==> config.mk <==
export PLATFORM = sky130hd
export DESIGN_NAME = btn_reader
export DESIGN_NICKNAME = d
export VERILOG_FILES = /design/src/rtl/btn_reader.sv
export SDC_FILE = /design/constraint.sdc
export NUM_CORES = 1
export LEC_CHECK = 0
export CAP_MARGIN = 30
export CORE_MARGIN = 2
export CORE_UTILIZATION = 60
export DETAILED_ROUTE_END_ITERATION = 16
export PLACE_DENSITY = 0.78
export SYNTH_ARGS = -nofsm -noshare
export SYNTH_HDL_FRONTEND = slang
export SYNTH_SLANG_ARGS = --single-unit
==> constraint.sdc <==
create_clock -name clk -period 3 [get_ports clk]
set_clock_uncertainty 0.15 [all_clocks]
set_input_delay 0.45 -clock clk [delete_from_list [all_inputs] [get_ports clk]]
set_output_delay 0.45 -clock clk [all_outputs]
set_load 0.05 [all_outputs]
==> src/rtl/btn_reader.sv <==
// Button reader: synchronizes and debounces a raw pad, then reports
// the held level and press/release/short/long strobes.
//
// Ports:
//   clk           system clock, rising edge
//   rst           synchronous active-high reset
//   btn_in        raw asynchronous button pad (may bounce)
//   pressed       debounced level, 1 = held
//   press_pulse   one-cycle strobe on qualified press
//   release_pulse one-cycle strobe on qualified release
//   short_pulse   one-cycle strobe on release without a long press
//   long_pulse    one-cycle strobe when the hold reaches LONG_CYCLES
module btn_reader #(
  parameter int unsigned DEBOUNCE_CYCLES = 160000,
  parameter int unsigned LONG_CYCLES     = 8000000,
  parameter bit          ACTIVE_LOW      = 1'b1
) (
  input  logic clk,
  input  logic rst,
  input  logic btn_in,
  output logic pressed,
  output logic press_pulse,
  output logic release_pulse,
  output logic short_pulse,
  output logic long_pulse
);

  localparam int unsigned DW =
    (DEBOUNCE_CYCLES > 2) ? $clog2(DEBOUNCE_CYCLES) : 1;
  localparam int unsigned HW =
    (LONG_CYCLES > 2) ? $clog2(LONG_CYCLES) : 1;

  localparam logic [DW-1:0] DLAST = DW'(DEBOUNCE_CYCLES - 1);
  localparam logic [HW-1:0] HLAST = HW'(LONG_CYCLES - 1);

  typedef enum logic [2:0] {
    IDLE,
    PRESS_DB,
    HELD_SHORT,
    HELD_LONG,
    REL_DB
  } state_t;

  logic s1;
  logic s2;
  logic btn_s;

  state_t        state;
  state_t        state_n;
  logic [DW-1:0] dcnt;
  logic [DW-1:0] dcnt_n;
  logic [HW-1:0] hcnt;
  logic [HW-1:0] hcnt_n;
  logic          long_seen;
  logic          long_seen_n;

  logic pressed_n;
  logic press_n;
  logic release_n;
  logic short_n;
  logic long_n;

  logic          hsat;
  logic [HW-1:0] hinc;

  // Synchronizer parks at the idle pad level so reset never looks
  // like a press.
  always_ff @(posedge clk) begin
    if (rst) begin
      s1 <= ACTIVE_LOW;
      s2 <= ACTIVE_LOW;
    end else begin
      s1 <= btn_in;
      s2 <= s1;
    end
  end

  assign btn_s = s2 ^ ACTIVE_LOW;

  assign hsat = (hcnt == HLAST);
  assign hinc = hsat ? hcnt : hcnt + HW'(1);

  always_ff @(posedge clk) begin
    if (rst) begin
      state         <= IDLE;
      dcnt          <= '0;
      hcnt          <= '0;
      long_seen     <= 1'b0;
      pressed       <= 1'b0;
      press_pulse   <= 1'b0;
      release_pulse <= 1'b0;
      short_pulse   <= 1'b0;
      long_pulse    <= 1'b0;
    end else begin
      state         <= state_n;
      dcnt          <= dcnt_n;
      hcnt          <= hcnt_n;
      long_seen     <= long_seen_n;
      pressed       <= pressed_n;
      press_pulse   <= press_n;
      release_pulse <= release_n;
      short_pulse   <= short_n;
      long_pulse    <= long_n;
    end
  end

  always_comb begin
    state_n     = state;
    dcnt_n      = dcnt;
    hcnt_n      = hcnt;
    long_seen_n = long_seen;
    pressed_n   = pressed;
    press_n     = 1'b0;
    release_n   = 1'b0;
    short_n     = 1'b0;
    long_n      = 1'b0;

    unique case (state)
      IDLE: begin
        if (btn_s) begin
          state_n = PRESS_DB;
          dcnt_n  = '0;
        end
      end

      PRESS_DB: begin
        if (!btn_s) begin
          state_n = IDLE;
        end else if (dcnt == DLAST) begin
          state_n     = HELD_SHORT;
          pressed_n   = 1'b1;
          press_n     = 1'b1;
          hcnt_n      = '0;
          long_seen_n = 1'b0;
        end else begin
          dcnt_n = dcnt + DW'(1);
        end
      end

      // Release has priority over reaching the long threshold.
      HELD_SHORT: begin
        if (!btn_s) begin
          state_n = REL_DB;
          dcnt_n  = '0;
          hcnt_n  = hinc;
        end else if (hsat) begin
          state_n     = HELD_LONG;
          long_n      = 1'b1;
          long_seen_n = 1'b1;
        end else begin
          hcnt_n = hinc;
        end
      end

      HELD_LONG: begin
        if (!btn_s) begin
          state_n = REL_DB;
          dcnt_n  = '0;
        end
      end

      // Hold count is frozen while the release is being qualified.
      REL_DB: begin
        if (btn_s) begin
          state_n = long_seen ? HELD_LONG : HELD_SHORT;
        end else if (dcnt == DLAST) begin
          state_n   = IDLE;
          pressed_n = 1'b0;
          release_n = 1'b1;
          short_n   = !long_seen;
        end else begin
          dcnt_n = dcnt + DW'(1);
        end
      end

      default: begin
        state_n = IDLE;
      end
    endcase
  end

endmodule

---- Word-level counts from Yosys, hierarchy flattened ----
Index checks and enable logic that the tools add are counted.
word-level totals
  output and inout port bits .............. 5
  register bits ........................... 52
  input port bits ......................... 3
  logic and storage cells ................. 85
operators by class
  reductions and logical operators ........ 15
  bitwise logic cells ..................... 5
  equal/unequal tests ..................... 19
  muxes and demuxes ....................... 33
  add/sub/neg operators ................... 2
operators with widths
  cell                                                  count
  2-to-1 mux 23 bit                                     5
  2-to-1 mux 18 bit                                     5
  case mux 18 bit (4 select lines)                      1
  case mux 23 bit (2 select lines)                      1
  2-to-1 mux 3 bit                                      8
  adder 23 x 1 -> 23 bit (second input constant)        1
  equality test 23 bit (second input constant)          1
  AND reduction 5 bit                                   4
  adder 18 x 1 -> 18 bit (second input constant)        1
  equality test 18 bit (second input constant)          1
  inequality test 2 bit (second input constant)         8
  case mux 3 bit (5 select lines)                       1
  inequality test 3 bit (second input constant)         4
  2-to-1 mux 1 bit                                      10
  OR reduction 3 bit                                    3
  equality test 3 x 2 -> 1 bit (second input constant)  2
  NOT 1 bit                                             5
  case mux 1 bit (2 select lines)                       2
  AND reduction 4 bit                                   1
  nonzero test 2 bit                                    2
  nonzero test 4 bit                                    1
  OR reduction 4 bit                                    1
  equality test 3 x 1 -> 1 bit (second input constant)  1
  equality test 3 bit (second input constant)           1
  4 further kinds                                       4

---- Depth between registers and ports, before layout ----
  depth after elaboration ................. 5
  depth in mapped cells ................... 8
  depth with buffers taken out ............ 6

---- Least setup slack after synthesis ----
No wires, ideal clock.
  kind .................................... flip-flop to flip-flop
  start ................................... reg state[2]
  end ..................................... reg hcnt[22]
  path slack .............................. 0.882 ns
  data required time ...................... 2.780 ns
  arrival ................................. 1.898 ns
  period minus slack after synthesis ...... 2.118 ns
  setup time .............................. 0.070 ns
  buffers on the path ..................... 1
  stages on the path, launching flop included .. 7
  cell sequence ........................... dfxtp_1 -> or4b_4 -> nor3_4 -> a21oi_2 -> buf_6 -> or4_1 -> a21oi_1
on the way
  cells in the longest elaborated chain, start to end .. 3
  elaborated cells between the ends (all ways) .. 8
  those cells by class .................... 5 x eq/ne; 1 x mux; 2 x reduce/logical
RTL lines
  what                                                                          line  RTL
  start, declared                                                               48    state_t state;
  start signal, assigned                                                        95    state <= state_n;
  equality test 3 x 2 -> 1 bit or equality test 3 x 1 -> 1 bit (tied branches)  118   unique case (state)
  inequality test 3 bit (no line) (tied with other cells)                       --
  AND reduction 4 bit (no line)                                                 --
  end signal, assigned                                                          97    hcnt <= hcnt_n;
  end, declared                                                                 52    logic [HW-1:0] hcnt;
Several ways; a longest one is shown, not always the timed one.
A chain may end at the register's enable or synchronous reset.

---- Final worst setup path ----
  start ................................... reg dcnt[10]
  end ..................................... reg hcnt[12]
on the way
  cells in the longest elaborated chain, start to end .. 3
RTL lines
  what                             line  RTL
  start, declared                  50    logic [DW-1:0] dcnt;
  start signal, assigned           96    dcnt <= dcnt_n;
  equality test 18 bit             129   end else if (dcnt == DLAST) begin
  inequality test 2 bit (no line)  --
  AND reduction 4 bit (no line)    --
No other way between the ends.

==> metrics.md <==
| Metric | Value |
|---|---|
| Yosys cell types | `56` |
| Data arrival time of the critical path | `2.70 ns` |
| TritonCTS clock tree | `done` |
| Weighted congestion at the end of routability-driven global placement | `0.8892` |
| Origin of the critical flop-to-flop path | `dcnt[10]` |
| RSZ-0062 raised after global routing | `false` |
| Resized Gates After CTS | `0` |
| Insertion delay to the later sink of the worst-skew pair | `0.32 ns` |
| Top Family by Delay on Critical Path | `simple AND/OR/NAND/NOR gates` |
| Total length of routed met3 wires | `193 um` |
| Sort of element at the start of the critical path | `flip-flop` |
| Most common cell after layout, fill and taps aside | `dfxtp_1` |
| Wire length of the first global-routing pass | `10720 um` |
| Vias per inst | `6.747` |
| Post-synthesis instance total | `352` |
| CP max stage delay | `0.61 ns` |
| Worst-path cell chain | `nor4b_1 > and3_1 > a21oi_2 > or4_1 > mux2i_1` |
| Comb power frac | `3.5%` |
| Fraction of power consumed by sequential logic | `59.9%` |
| Count of cell instances traversed by the critical path | `5` |
| Share of async-settable or async-resettable flops after synthesis | `0%` |
| Number of top-level pins | `8` |
| Core ar. | `0.004692 sq mm` |
| Number of enable-type register cells in the synthesized netlist | `0` |
| Share of cells above drive strength 1 | `7.843%` |
| Reg2Reg Capture Point | `hcnt[12]` |
| Count of warnings emitted by yosys | `0` |
| Number of nets in the finished design | `361` |
| Data required time at the worst endpoint | `3.07 ns` |
| Part of the power in the clock network | `36.6%` |
| Cell depth of the worst min-delay path | `1` |
| Number of hold-repair buffers added at the cts stage | `0` |
| Aggregate global-route resource usage | `24.72%` |
| Maximum clock frequency | `0.3809 GHz` |
| Detailed route wirelength on metal2 | `2760 um` |
| Synthesized Nets | `357` |
| Number of global-route vias before repair | `2359` |
| Type of the worst setup path | `reg -> reg` |
| Area enclosed by the die boundary | `0.005391 sq mm` |
| Sw Pwr | `282.4 uW` |
| Clock Pin Slew Worst Setup and Hold Paths | `0.11 ns` |
| H-tree levels | `2` |
| Overall die height | `73.42 um` |
| Initial cell density of the core | `61.63%` |
| Final-report hold violation count | `0` |
| Netlist area before placement | `0.002892 sq mm` |
| Port buffer count | `7` |
| TNS Setup | `0 ns` |
| Slew headroom | `42.76%` |
| Clock period minus worst slack | `2.625 ns` |
| Maximum number of pins on one net before global-route repair | `23` |
| Placement Rows | `25` |
| N_diodes | `0` |
| Worst-margin pin slew | `0.8586 ns` |
| Syn_area_per_cell | `8.215 sq um` |
| Antenna violations before repair | `0` |
| Hold Path Class | `reg -> reg` |
| Worst R2R Path Depth | `5` |
| Hold path startpoint | `s1` |
| Wire length after detailed routing | `6271 um` |
| Final clock period utilization by the worst path | `87.51%` |
| Slowest cell on the critical path | `or4_1` |
| DP Worst Slack | `0.3979 ns` |
| Main area contributors after synthesis | `dfxtp_1, a21oi_1, nand2_1` |
| # setup viols final | `0` |
| Library cell occupying the most area in the post-synthesis netlist | `dfxtp_1` |
| Number of setup buffers added after CTS | `0` |
| Buffer levels on the longest clock path | `2` |
| Average wire per standard cell | `15.26 um` |
| Detailed-router iteration count before antenna repair | `4` |
| Nature of the critical path endpoint | `flip-flop` |
| Cell Pwr Density | `373.9 mW/mm^2` |
| Synth top area share | `36.00%` |
| Number of antenna-violating nets in the routed design | `0` |
| Highest ir drop seen on vdd | `215.4 uV` |
| Highest metal layer with signal wires | `met4` |
| CTS sink cnt | `52` |
| Sequential cell area fraction in the yosys report | `36.00%` |
| Total clock buffers created by CTS | `5` |
| Bufs and invs on worst path | `0` |
| Flop-to-flop setup slack | `0.37 ns` |
| Final instance area | `0.003104 sq mm` |
| Net switching fraction of the power | `24.33%` |
| Number of max-cap violations | `0` |
| Endpoint of the worst hold path | `s2` |
| Placement-stage cell area | `0.003009 sq mm` |
| Layout area overhead | `7.356%` |
| Half-perimeter wire length after detailed placement | `4447 um` |
| Worst Path Max Fanout | `22` |
| Most frequent cells in the layout | `dfxtp_1, a21oi_1, nand2_1` |
| Global route total overflow | `0` |
| Most used flip-flop cell after synthesis | `dfxtp_1` |
| Post-Route M1 WL | `3219 um` |
| Horizontal die dimension | `73.42 um` |
| Clock root buffer master | `clkbuf_8` |
| Count of filler cells inserted in the layout | `386` |
| Result of the run | `complete, no violations` |
| Residual DRC count | `0` |
| Overall via count from detail_route | `2773` |
| Static Leakage | `0.9656 nW` |
| Post-synthesis sequential element count | `52` |
| Fin worst setup slack | `0.3748 ns` |
| Final count of pins violating max slew | `0` |
| Violation count after the first detailed-route iteration | `255` |
| P_int | `878.4 uW` |
## power by group through the flow
stage / Sequential (mW) / Clock [mW] / Combinational, mW
CTS: 0.695 / 0.431 / 0.0406
global placement: 0.711 / 0 / 0.0395
finish: 0.695 / 0.425 / 0.0408
detailed placement: 0.711 / 0 / 0.0405
floorplan: 0.709 / 0 / 0.0304
global route: 0.696 / 0.462 / 0.0451
## flip-flops by register name, summed over array words and instances (netlist names)
register       flops
hcnt              23
release_pulse      1
state              3
long_seen          1
short_pulse        1
pressed            1
long_pulse         1
press_pulse        1
dcnt              18
s1                 1
s2                 1
## cell usage after synthesis, types with 4 or more instances
library cell	number
a211oi_1	4
a21boi_0	4
a21o_1	4
a21oi_1	39
a31oi_1	6
and3_1	6
and4_1	7
clkbuf_1	12
dfxtp_1	52
inv_1	8
mux2i_1	8
nand2_1	30
nand2b_1	8
nand3_1	18
nand4_1	13
nor2_1	10
o21ai_0	17
o31ai_1	14
or2_2	5
or3_1	16
or4_1	14
## per-layer routing
layer / track usage (%) / vias to the layer above
li1: - / 1377
met1: 37.09 / 1335
met2: 35.34 / 53
met3: 4.252 / 8
met4: 8.889 / 0
met5: 0 / -
## cell type report
type                            count  area [sq um]  share of cell area [%]
Multi-Input combinational cell    271          1720                   55.42
Sequential cell                    52          1041                   33.53
Timing Repair Buffer               18         150.1                   4.837
Clock buffer                        5         68.82                   2.217
Tap cell                           54         67.56                   2.177
Inverter                            8         30.03                  0.9674
Clock inverter                      3         26.28                  0.8464
## cells by family after synthesis
logic type | Yosys count | synth area share, %
AND/OR/NAND/NOR | 147 | 30.20
AO/OA/AOI/OAI | 113 | 25.36
flip-flops | 52 | 36.00
buffers and inverters | 29 | 4.500
multiplexers | 8 | 2.769
adder cells (fa/ha/maj) | 2 | 0.8653
XOR/XNOR | 1 | 0.3030
## metrics by stage
step / power (mW) / util (%) / instances / hold WS (ns)
after floorplan: 0.7396 / - / 352 / 0.2395
after detailed placement: 0.7513 / 64.13 / 403 / 0.2428
final: 1.161 / 66.16 / 411 / 0.2654
after global placement: 0.7503 / 64.03 / 402 / 0.2430
after global routing: 1.203 / 66.16 / 411 / 0.2809
after CTS: 1.167 / 66.16 / 411 / 0.2658
## worst max-delay path by stage
stage          startpoint       end
2_1_floorplan    state[2]  hcnt[22]
3_3_place_gp     dcnt[10]  hcnt[12]
3_5_place_dp     dcnt[10]  hcnt[12]
4_1_cts          dcnt[10]  hcnt[12]
5_1_grt           dcnt[8]  hcnt[22]
6_report         dcnt[10]  hcnt[12]
Power figures use the tool's default switching activity.
